`src/rtl/rvm_shift_iter.sv`:
```
// rvm_shift_iter: multi-cycle iterative shifter/rotator, up to STEP bits per cycle
//
// Ports
//   clk        clock, rising edge
//   resetn     synchronous active-low reset
//   flush      abort current operation, return to IDLE
//   req_valid  request present
//   req_ready  request can be accepted (IDLE only)
//   req_op     000 NOP, 001 SLL, 010 SRL, 011 SRA, 100 ROL, 101 ROR, 11x NOP
//   req_lhs    value to shift
//   req_rhs    shift amount
//   rsp_valid  result available (held until rsp_ready)
//   rsp_ready  consumer accepts the result
//   rsp_result shifted value
module rvm_shift_iter #(
    parameter int XLEN = 32,
    parameter int STEP = 1,
    parameter int SHW  = $clog2(XLEN)
) (
    input  logic            clk,
    input  logic            resetn,
    input  logic            flush,
    input  logic            req_valid,
    output logic            req_ready,
    input  logic [2:0]      req_op,
    input  logic [XLEN-1:0] req_lhs,
    input  logic [SHW-1:0]  req_rhs,
    output logic            rsp_valid,
    input  logic            rsp_ready,
    output logic [XLEN-1:0] rsp_result
);
    typedef enum logic [1:0] {IDLE, SHIFT, DONE} state_t;

    localparam logic [SHW:0] STEP_W = (SHW+1)'(STEP);
    localparam logic [SHW:0] XW     = (SHW+1)'(XLEN);

    state_t                state, state_nx;
    logic [2:0]            op_q, op_nx;
    logic [XLEN-1:0]       val_q, val_nx, shifted;
    logic [SHW-1:0]        rem_q, rem_nx, n;
    logic [SHW:0]          back;
    logic signed [XLEN-1:0] sra_v;

    assign req_ready  = state == IDLE;
    assign rsp_valid  = state == DONE;
    assign rsp_result = val_q;

    // n never exceeds rem_q < XLEN, so it always fits in SHW bits even when STEP == XLEN
    assign n     = ({1'b0, rem_q} < STEP_W) ? rem_q : STEP_W[SHW-1:0];
    assign back  = XW - {1'b0, n};
    // arithmetic shift of the working value keeps the captured sign bit in place
    assign sra_v = $signed(val_q) >>> n;

    always_comb begin
        shifted = op_q == 3'd1 ? val_q << n :
                  op_q == 3'd2 ? val_q >> n :
                  op_q == 3'd3 ? sra_v :
                  op_q == 3'd4 ? (val_q << n) | (val_q >> back) :
                                 (val_q >> n) | (val_q << back);
    end

    always_comb begin
        state_nx = state;
        op_nx    = op_q;
        val_nx   = val_q;
        rem_nx   = rem_q;
        if (flush) begin
            state_nx = IDLE;
        end else begin
            case (state)
                IDLE: if (req_valid) begin
                    op_nx    = req_op;
                    val_nx   = req_lhs;
                    rem_nx   = req_rhs;
                    state_nx = (req_rhs != '0 && req_op != 3'd0 && req_op < 3'd6) ? SHIFT : DONE;
                end
                SHIFT: begin
                    val_nx   = shifted;
                    rem_nx   = rem_q - n;
                    state_nx = (rem_q == n) ? DONE : SHIFT;
                end
                DONE: if (rsp_ready) state_nx = IDLE;
                default: state_nx = IDLE;
            endcase
        end
    end

    always_ff @(posedge clk) begin
        if (!resetn) begin
            state <= IDLE;
            op_q  <= '0;
            val_q <= '0;
            rem_q <= '0;
        end else begin
            state <= state_nx;
            op_q  <= op_nx;
            val_q <= val_nx;
            rem_q <= rem_nx;
        end
    end
endmodule

```
`config.mk`:
```
export PLATFORM = sky130hd
export DESIGN_NAME = rvm_shift_iter
export DESIGN_NICKNAME = d
export VERILOG_FILES = /design/src/rtl/rvm_shift_iter.sv
export SDC_FILE = /design/constraint.sdc
export NUM_CORES = 1
export LEC_CHECK = 0
export BUFFER_PORTS_ARGS = -buffer_cell sky130_fd_sc_hd__buf_4
export CAP_MARGIN = 20
export CORE_UTILIZATION = 60
export CTS_CLUSTER_DIAMETER = 80
export DETAILED_ROUTE_END_ITERATION = 8
export PLACE_DENSITY = 0.85
export SLEW_MARGIN = 20
export SYNTH_ARGS = -nofsm -noshare
export SYNTH_HDL_FRONTEND = slang
export SYNTH_SLANG_ARGS = --single-unit
```
`constraint.sdc`:
```
create_clock -name clk -period 5.15 [get_ports clk]
set_input_delay 1.03 -clock clk [delete_from_list [all_inputs] [get_ports clk]]
set_output_delay 1.03 -clock clk [all_outputs]
set_load 0.05 [all_outputs]
```
==> metrics.txt <==
most common cell after layout, fill and taps aside=buf_4; Crit. End Element=flop; post-synthesis sequential area ratio=21.8%; die height=82.1 um; commonest non-fill, non-tap cells in the layout=88 x buf_4, 44 x nand2_1, 43 x o21ai_0, 42 x dfxtp_1, 36 x a21oi_1; DRT antenna net count=0; Ys Warns=0; endpoints failing setup=0; crit share post-route=57.9%; Peak Freq=335 MHz; TNS Setup=0 ps; Final Net Count=591; fin crit period=2980 ps; Syn Inst Count=506; final std cells w/o fill=619; First-pass DRT Iterations=5; CTS Hold Buffers Added=0; Syn Std Cell Area=0.00385 mm^2; die area=0.00674 mm^2; Syn Nets=553; worst hold-check path type=reg2reg; Clock Skew=11.7 ps; TritonCTS Buffers=5; CTS root buf=clkbuf_8; Resized Gates After CTS=0; met3 routed WL=1810 um; finished layout cell area=0.00445 mm^2; core area=0.00606 mm^2; maximum clock path buffer count=2; maximum vdd drop=180 uV; Final Wtd Congestion=0.972; Placed Area=0.00434 mm^2; via count=4619; WL final=14300 um; ys flop type=dfxtp_1; Crit path arrival time=3220 ps; HPWL after detailed placement=9330 um; Initial Util=63.5%; H-tree levels=2; synth unique cells=73; DR iter-0 viols=845; first-pass GRT wire length=22300 um; final hold vios=0; # rows=28; GRT Residual Overflow=0; ys async rst share=0%; vias in the first global route=4354; syn avg cell area=7.61 um^2; Sink Count=42; IO buf count=78; number of flops mapped to enable cells by yosys=0; unrepaired setup endpoints after global routing=no; Startpoint Class=flop; DRT met1 WL=5720 um; start point of the critical path=rem_q[0]$_SDFFE_PN0P_; Critical Path RT=5390 ps; LEAKAGE=0.00170 uW; worst slew pin tran=1020 ps; All-Layer GR Usage=44.3%; CTS clk-pin slew, worst paths=100 ps; critical path type=reg2reg; Die W=82.1 um; Finished Core Util=73.4%; Ant. Diodes=0; Setup Fix Bufs, Post-CTS=0; TritonCTS clock tree=done; Worst-Skew Late Latency=310 ps; worst hold slack=530 ps; met2 wire length=6280 um; io pins=79; Max-Cap Viols=0; R2R Path Start=rem_q[0]$_SDFFE_PN0P_; hold path startpoint=rsp_result[0]$_SDFFE_PN0P_; DR DRC count=0; Power Density=279 mW/mm^2; synthesis-stage register bit count=42; Pins Over Slew Limit=0; critical-path maximum fanout=20; layout cells sized above 1=23.3%; largest net degree at the start of global routing=46; WL per Instance=23.1 um; initial antenna violation count=0; via/cell ratio=7.46; fill count=490; uppermost layer routed=met4; area growth from synthesis to layout=15.5%; status=complete, no violations; placed cells=612; slew margin rel.=31.9%
==> path summary, 6_finish.rpt <==
path	end	slack [ps]	depth (start not counted)
hold reg to reg	rsp_result[0]$_SDFFE_PN0P_	530	2
setup reg to reg	rsp_result[16]$_SDFFE_PN0P_	2170	8
setup / recovery	rsp_result[16]$_SDFFE_PN0P_	2170	8
hold / removal	rsp_result[0]$_SDFFE_PN0P_	530	2
==> cell usage after synthesis (8+ instances only) <==
| cell | n | area share, % |
|---|---|---|
| buf_2 | 14 | 1.8 |
| a211oi_1 | 19 | 3.7 |
| nand2_1 | 44 | 4.3 |
| inv_1 | 17 | 1.7 |
| nor2_1 | 31 | 3.0 |
| a221oi_1 | 12 | 2.7 |
| nor3_1 | 10 | 1.3 |
| mux4_2 | 10 | 5.8 |
| a211o_1 | 12 | 2.7 |
| mux2_2 | 8 | 2.3 |
| o2111ai_1 | 8 | 1.8 |
| nand3_1 | 12 | 1.6 |
| dfxtp_1 | 42 | 22 |
| a21oi_1 | 36 | 4.7 |
| clkbuf_1 | 34 | 3.3 |
| o21ai_0 | 44 | 5.7 |
| o211ai_1 | 20 | 3.9 |
==> area by class of cell <==
type                       instances  area (um^2)  share of cell area (%)
clock inverter                     1         30.0                   0.675
sequential                        42          841                    18.9
tap                               75         93.8                    2.11
clock buffer                       6         82.6                    1.86
multi-input combinational        388         2670                    59.9
timing repair buffer              88          661                    14.8
inverter                          19         76.3                    1.72
==> power breakdown <==
group	leakage (uW)	internal [uW]	switching, uW
Combinational	0.00130	200	337
Clock	0.0000573	156	134
Sequential	0.000345	349	65.7
==> per-layer routing <==
metal,track usage (%),up-vias
met5,0,-
met4,23.7,0
met3,11.5,71
met2,65.2,387
met1,58.9,2133
li1,-,2028
==> cells by family after synthesis <==
kind of cell,after synthesis,synth area share [%]
other,1,0.0974
buffers and inverters,76,9.10
multiplexers,25,10.0
flip-flops,42,21.8
AO/OA/AOI/OAI,220,40.0
adder cells (fa/ha/maj),3,0.910
AND/OR/NAND/NOR,138,17.8
XOR/XNOR,1,0.227
==> through the flow <==
stage	total power, uW	setup slack [ps]
global route	1280	2020
detailed placement	939	1970
finish	1240	2170
CTS	1220	2280
floorplan	794	2190
global placement	930	2090
==> worst max-delay path: stages (launching register included) <==
cell	delay [ps]
dfxtp_1	590
nor4_4	410
nand2_2	120
clkinv_4	50
ha_1	420
nand2_1	130
nor2_1	690
o211ai_1	260
a211oi_1	240
==> registers in the layout, indices dropped and copies added (netlist names) <==
signal,cells
rsp_result,32
rem_q,5
op_q,3
state,2
(Power assumes the default switching activity.)
